<file path="config.mk">
export PLATFORM = sky130hd
export DESIGN_NAME = rc_control_voltage
export DESIGN_NICKNAME = d
export VERILOG_FILES = /design/src/rtl/rc_control_voltage.sv
export SDC_FILE = /design/constraint.sdc
export NUM_CORES = 1
export LEC_CHECK = 0
export ABC_CLOCK_PERIOD_IN_PS = 19250
export CAP_MARGIN = 0
export CORE_MARGIN = 2
export CORE_UTILIZATION = 60
export DETAILED_ROUTE_END_ITERATION = 10
export DONT_BUFFER_PORTS = 1
export PLACE_DENSITY = 0.86
export SYNTH_ARGS = -nofsm -noshare
export SYNTH_HDL_FRONTEND = slang
export SYNTH_SLANG_ARGS = --single-unit
</file>
<file path="constraint.sdc">
create_clock -name clk -period 19.25 [get_ports clk]
set_clock_uncertainty 0.1 [all_clocks]
set_input_delay 1.925 -clock clk [delete_from_list [all_inputs] [get_ports clk]]
set_output_delay 1.925 -clock clk [all_outputs]
set_load 0.05 [all_outputs]
</file>
<file path="src/rtl/rc_control_voltage.sv">
// rc_control_voltage: RC charge/discharge envelope that drives a 555 VCO control input.
// A rising trigger charges v_control toward V_HIGH. A falling trigger discharges it
// toward V_REST, after which the block returns to idle. Each audio_clk_en strobe
// launches one exponential step through a 2-stage pipeline, so the result lands
// 2 clks after the strobe.
// Ports:
//   clk          - system clock
//   I_RST        - synchronous active-high reset
//   audio_clk_en - one-clk sample strobe (ignored while an update is in flight)
//   trigger      - sound-enable latch bit, synchronous to clk
//   v_control    - registered control voltage, always within [V_REST, V_HIGH]
//   active       - high whenever the state machine is not idle
module rc_control_voltage #(
  parameter int V_HIGH                     = 16384,
  parameter int V_REST                     = 0,
  parameter int ALPHA_CHARGE_16_SHIFTED    = 1311,
  parameter int ALPHA_DISCHARGE_16_SHIFTED = 328,
  parameter int SETTLE_TOL                 = 4
) (
  input  logic               clk,
  input  logic               I_RST,
  input  logic               audio_clk_en,
  input  logic               trigger,
  output logic signed [15:0] v_control,
  output logic               active
);

  localparam int unsigned VW = 16;  // output voltage width
  localparam int unsigned DW = 17;  // signed difference width
  localparam int unsigned AW = 16;  // alpha width (Q0.16)
  localparam int unsigned PW = 34;  // signed product width
  localparam int unsigned SW = 18;  // step / sum width, holds v + step without overflow

  localparam logic signed [SW-1:0] HI_S  = SW'(V_HIGH);
  localparam logic signed [SW-1:0] LO_S  = SW'(V_REST);
  localparam logic signed [SW-1:0] TOL_S = SW'(SETTLE_TOL);
  localparam logic signed [DW-1:0] HI_D  = DW'(V_HIGH);
  localparam logic signed [DW-1:0] LO_D  = DW'(V_REST);
  localparam logic [AW-1:0]        A_CHG = AW'(ALPHA_CHARGE_16_SHIFTED);
  localparam logic [AW-1:0]        A_DIS = AW'(ALPHA_DISCHARGE_16_SHIFTED);

  typedef enum logic [1:0] {
    IDLE      = 2'd0,
    CHARGE    = 2'd1,
    DISCHARGE = 2'd2
  } state_t;

  state_t                state_q,    state_d;
  logic                  trig_q,     trig_d;
  logic signed [VW-1:0]  v_q,        v_d;
  logic                  s1_valid_q, s1_valid_d;
  logic                  s2_valid_q, s2_valid_d;
  logic signed [DW-1:0]  diff_q,     diff_d;
  logic [AW-1:0]         alpha_q,    alpha_d;
  logic signed [SW-1:0]  step_q,     step_d;
  logic                  wr_q,       wr_d;

  logic                  rise_c, fall_c, accept_c, settle_c;
  logic signed [DW-1:0]  target_c;
  logic signed [SW-1:0]  shifted_c, sum_c, clamp_c, dist_c;

  // Datapath: target select, scaled step, clamped sum and settle distance.
  always_comb begin
    target_c  = (state_q == CHARGE) ? HI_D : LO_D;
    // diff * alpha with alpha treated as unsigned; arithmetic shift floors the result
    shifted_c = SW'((PW'(diff_q) * PW'($signed({1'b0, alpha_q}))) >>> 16);
    sum_c     = SW'(v_q) + step_q;
    if (sum_c > HI_S) begin
      clamp_c = HI_S;
    end else if (sum_c < LO_S) begin
      clamp_c = LO_S;
    end else begin
      clamp_c = sum_c;
    end
    dist_c    = clamp_c - LO_S;
  end

  // Next-state: trigger edges, pipeline stages, write-back and FSM.
  always_comb begin
    state_d    = state_q;
    trig_d     = trigger;
    v_d        = v_q;
    s1_valid_d = 1'b0;
    s2_valid_d = s1_valid_q;
    diff_d     = diff_q;
    alpha_d    = alpha_q;
    step_d     = step_q;
    wr_d       = wr_q;
    settle_c   = 1'b0;

    rise_c   = trigger & ~trig_q;
    fall_c   = ~trigger & trig_q;
    // strobes that arrive mid-update are dropped, not queued
    accept_c = audio_clk_en & ~s1_valid_q & ~s2_valid_q;

    // Stage 1: uses the pre-transition state, so a same-cycle edge affects the next strobe
    if (accept_c) begin
      s1_valid_d = 1'b1;
      diff_d     = target_c - DW'(v_q);
      alpha_d    = (state_q == CHARGE) ? A_CHG : A_DIS;
    end

    // Stage 2: a zero step with nonzero diff is forced to +/-1 so the curve always converges
    if (s1_valid_q) begin
      wr_d = (diff_q != '0);
      if ((shifted_c == '0) && (diff_q != '0)) begin
        step_d = diff_q[DW-1] ? {SW{1'b1}} : SW'(1);
      end else begin
        step_d = shifted_c;
      end
    end

    // Write-back; discharge snaps to rest once within tolerance
    if (s2_valid_q && wr_q) begin
      v_d = VW'(clamp_c);
      if ((state_q == DISCHARGE) && (dist_c <= TOL_S)) begin
        v_d      = VW'(V_REST);
        settle_c = 1'b1;
      end
    end

    if (rise_c) begin
      state_d = CHARGE;
    end else if (fall_c && (state_q == CHARGE)) begin
      state_d = DISCHARGE;
    end else if (settle_c) begin
      state_d = IDLE;
    end
  end

  // State register with synchronous reset; reset also abandons any in-flight update.
  always_ff @(posedge clk) begin
    if (I_RST) begin
      state_q    <= IDLE;
      trig_q     <= 1'b0;
      v_q        <= VW'(V_REST);
      s1_valid_q <= 1'b0;
      s2_valid_q <= 1'b0;
      diff_q     <= '0;
      alpha_q    <= '0;
      step_q     <= '0;
      wr_q       <= 1'b0;
    end else begin
      state_q    <= state_d;
      trig_q     <= trig_d;
      v_q        <= v_d;
      s1_valid_q <= s1_valid_d;
      s2_valid_q <= s2_valid_d;
      diff_q     <= diff_d;
      alpha_q    <= alpha_d;
      step_q     <= step_d;
      wr_q       <= wr_d;
    end
  end

  assign v_control = v_q;
  assign active    = (state_q != IDLE);

endmodule
</file>
== Word level (Yosys, flattened, before mapping) ==
Cells that the tools add are included.
Word-level totals
  input bits: 4
  register bits: 73
  word-level logic and storage cells: 49
Cells by class
  equality and inequality tests: 2
  order comparisons: 3
  bitwise logic cells: 8
  $add $sub $neg: 2
  multiplexer cells: 13
  $mul: 1
  reductions and logical operators: 10
Operators with widths (count)
  $mux 18: 4
  $mul 17x17->34: 1
  $add 16x18->18: 1
  $gt 18x16->1 const B: 1
  $le 18x4->1 const B: 1
  $logic_not 18->1: 1
  $lt 18x1->1 const B: 1
  $reduce_bool 17->1: 1
  $sub 16x16->17: 1
  $mux 16: 1
  $mux 15: 1
  $mux 11: 1
  $and 1x1->1: 4
  $logic_and 1x1->1: 4
  $mux 1: 4
  $mux 2: 2
  $not 1->1: 4
  $reduce_bool 2->1: 2
  $reduce_bool 3->1: 1
  $eq 2x1->1 const B: 1
  $eq 2x2->1 const B: 1
  $reduce_or 2->1: 1

== Longest topological paths before layout ==
  word-level depth: 11
  depth in mapped cells: 26

== Least setup slack after synthesis ==
Ideal clock, no wire load.
  path type: register to register
  from: register diff_q[16]
  to: register step_q[14]
  cell stages (with the launch flop): 26
  path slack: 12819 ps
  data arrival time: 6243 ps
  library setup time: 88 ps
  data required time: 19062 ps
  period minus slack after synthesis: 6431 ps
  path through: dfxtp_1 > and2_1 > clkbuf_1 > inv_1 > fa_1 > inv_1 > ha_1 > inv_1 > fa_1 > inv_1 > ha_1 > fa_1 > inv_1 > fa_1 > inv_1 > ha_1 > buf_4 > nand2_1 > o21ai_0 > a211o_1 > a311oi_1 > or3_1 > nor4_2 > nand4_2 > buf_6 > a311oi_2
On the way
  word-level cells in the longest chain between the ends: 4
RTL lines
  start, declared: line 53  | logic signed [DW-1:0] diff_q, diff_d;
  start signal, assigned: line 149  | diff_q <= diff_d;
  $mul 17x17->34: line 66  | shifted_c = SW'((PW'(diff_q) * PW'($signed({1'b0, alpha_q}))) >>> 16);
  $logic_not 18->1: line 106  | if ((shifted_c == '0) && (diff_q != '0)) begin
  $logic_and 1x1->1: line 106
  $mux 18 *: line 106
  end signal, assigned: line 151  | step_q <= step_d;
  end, declared: line 55  | logic signed [SW-1:0] step_q, step_d;
Every way passes the cells marked *; elsewhere a longest branch is shown, timed or not.
A chain may end at the register's enable or synchronous reset.

== Worst setup path after layout ==
  from: register alpha_q[4]
  to: register step_q[10]
On the way
  word-level cells in the longest chain between the ends: 4
RTL lines
  start, declared: line 54  | logic [AW-1:0] alpha_q, alpha_d;
  start signal, assigned: line 150  | alpha_q <= alpha_d;
  $mul 17x17->34 *: line 66
  $logic_not 18->1: line 106
  $logic_and 1x1->1: line 106
  $mux 18 *: line 106
Marked as above.

==> results.sh <==
export IMPL_ys_types=82
export IMPL_ys_seq_area_share_pct=12.8
export IMPL_timing_final_hold_violations=0
export IMPL_clk_pin_slew_ns=0.05
export IMPL_totalWireLength_um=22500
export IMPL_clock_fmax_ghz=0.129
export IMPL_power_total_mw=0.346
export IMPL_setup_tns_ns=0
export IMPL_cp_data_required_time_ns=19.38
export IMPL_whs_ns=0.394
export IMPL_dr_wl_met3_um=1370
export IMPL_fin_nets=1304
export IMPL_clk_root_buffer_cell="clkbuf_16"
export IMPL_rsz0062_at_grt="false"
export IMPL_slew_limit_headroom_pct=20.2
export IMPL_ctsHoldBuffers=0
export IMPL_ctsHtreeMaxLevel=3
export IMPL_die_w_um=129
export IMPL_design_area_mm2=0.00966
export IMPL_ys_ff_latch=60
export IMPL_startpoint_type="register"
export IMPL_slew_viol_final=0
export IMPL_cts_resized=0
export IMPL_ios=21
export IMPL_crit_path_end_kind="register"
export IMPL_clockBufferDepth=2
export IMPL_track_usage_pct=28.2
export IMPL_grt_pass1_wl_um=37400
export IMPL_grt_antenna_before_repair=0
export IMPL_top_layer_used="met4"
export IMPL_post_cts_setup_buffer_count=0
export IMPL_yosysMostFrequentCell="inv_1"
export IMPL_hpwlAfterDp_um=18300
export IMPL_grt_start_max_net_pins=52
export IMPL_fin_util_pct=63.6
export IMPL_drc=0
export IMPL_fin_crit_ns=7.75
export IMPL_worstSetupPathType="reg2reg"
export IMPL_yosysWarnings=0
export IMPL_synth_common_cells="168 x inv_1, 147 x ha_1, 101 x nand2_1"
export IMPL_synth_cells=1087
export IMPL_met1_length_um=9650
export IMPL_cellPowerDensity_mw_per_mm2=35.8
export IMPL_hp_class="reg2reg"
export IMPL_syn2layout_area_growth_pct=3.26
export IMPL_vias=7673
export IMPL_ys_top_cells_by_area="fa_1 20%, ha_1 20%, dfxtp_1 13%"
export IMPL_core_area_mm2=0.0152
export IMPL_critPathMaxFanout=22
export IMPL_synth_main_ff_cell="dfxtp_1"
export IMPL_routabilityCongestion=1.00
export IMPL_syn_area_mm2=0.00936
export IMPL_fin_crit_sh_pct=40.3
export IMPL_num_antenna_cells=0
export IMPL_clkSinkCount=60
export IMPL_status="complete, no violations"
export IMPL_detailedRoute_firstPassIterationCount=6
export IMPL_crit_arrival_ns=7.89
export IMPL_finalWorstSetupSlack_ns=11.50
export IMPL_drive_gt1_share_pct=4.98
export IMPL_cts_buffers=9
export IMPL_ir_drop_v=0.0000382
export IMPL_yosys_area_top_type="fa_1"
export IMPL_initial_core_util_pct=61.5
export IMPL_placed_area_mm2=0.00938
export IMPL_overflow=0
export IMPL_async_flop_share_pct=0
export IMPL_wl_met2_um=10600
export IMPL_maxCapViolCount=0
export IMPL_synth_top_area_share_pct=19.9
export IMPL_ant_nets=0
export IMPL_syn_num_nets=1331
export IMPL_portBuffers=0
export IMPL_fin_cells=1253
export IMPL_synth_edff_count=0
export IMPL_syn_area_per_cell_um2=8.61
export IMPL_dpl_cell_count=1237
export IMPL_die_y_um=129
export IMPL_drt_iter0_drc=636
export IMPL_finalSetupViolCount=0
export IMPL_wl_per_cell_um=17.9
export IMPL_grt_pass1_vias=7691
export IMPL_die_area_mm2=0.0166
export IMPL_vias_per_cell=6.12
export IMPL_p_leak_nw=5.18
export IMPL_cts_tree="done"
export IMPL_clk_latency_ns=0.33
export IMPL_rows=45
export IMPL_tightest_slew_ns=1.19
export IMPL_dpl_worst_slack_ns=11.62
[final timing paths]
kind / startpoint / endpoint / slack [ns] / cells past startpoint
worst min register to register: step_q[16] / step_q[16] / 0.39 / 2
worst max-delay path: alpha_q[4] / step_q[10] / 11.50 / 22
worst max register to register: alpha_q[4] / step_q[10] / 11.50 / 22
worst min-delay path: step_q[16] / step_q[16] / 0.39 / 2
[worst max-delay path, cell delays in order (launching register included)]
cell and delay [ns]:
dfxtp_1 0.74, and2_1 0.47, inv_1 0.24, fa_1 0.57, inv_1 0.05, ha_1 0.27
inv_1 0.05, fa_1 0.49, inv_1 0.04, ha_1 0.31, fa_1 0.54, inv_1 0.06
fa_1 0.55, inv_1 0.05, ha_1 0.45, nand2_1 0.17, o21ai_0 0.55, a211o_1 0.22
a311oi_1 0.05, or3_1 0.40, nor4_2 0.39, nand4_2 0.49, a311oi_1 0.40
[cell families after synthesis]
family | share of synthesized area, %
buffers and inverters | 9.11
multiplexers | 0.214
flip-flops | 12.8
XOR/XNOR | 4.68
AO/OA/AOI/OAI | 16.2
other | 0.0401
AND/OR/NAND/NOR | 17.1
adder cells (fa/ha/maj) | 39.9
[cells in the final DEF, fill, tap and decap left out, types with 7 or more instances in the layout]
cell and n:
o211ai_1 9, ha_1 147, a21oi_1 61, a21o_1 21, dfxtp_1 60, fa_1 93
a211oi_1 13, nand2_1 101, xor2_1 17, a211oi_2 9, nand3_1 14, xnor2_1 33
inv_1 168, and2_1 37, o21ai_0 31, a311oi_1 9, nor2b_1 14, nor4_1 10
nor2_1 58, nand4_1 13, nor3_1 18, clkbuf_16 9, o21a_1 7
[final cells by class]
class | count | area (µm²)
clock buffers | 10 | 239
flip-flops and latches | 60 | 1200
well taps | 188 | 235
repair buffers | 1 | 7.51
multi-input cells | 820 | 7310
fillers | 1234 | 5540
clock inverters | 6 | 40.0
inverters | 168 | 631
[sequential cells by signal (all words and copies together) (netlist names)]
name	flops
alpha_q	3
diff_q	17
s1_valid_q	1
s2_valid_q	1
state_q	2
step_q	18
trig_q	1
v_control	16
wr_q	1
[layer usage]
| layer | up-vias | GRT usage (%) |
|---|---|---|
| li1 | 3632 | - |
| met1 | 3682 | 36.7 |
| met2 | 273 | 47.0 |
| met3 | 86 | 5.41 |
| met4 | 0 | 9.72 |
| met5 | - | 0 |
[report_power, final]
group / switching [mW] / total (mW) / internal (mW) / leakage (nW)
combinational: 0.0381 / 0.0625 / 0.0244 / 4.55
sequential: 0.00744 / 0.136 / 0.129 / 0.488
clock: 0.0574 / 0.147 / 0.0901 / 0.138
total: 0.103 / 0.346 / 0.243 / 5.18
Power figures use the tool's default switching activity.
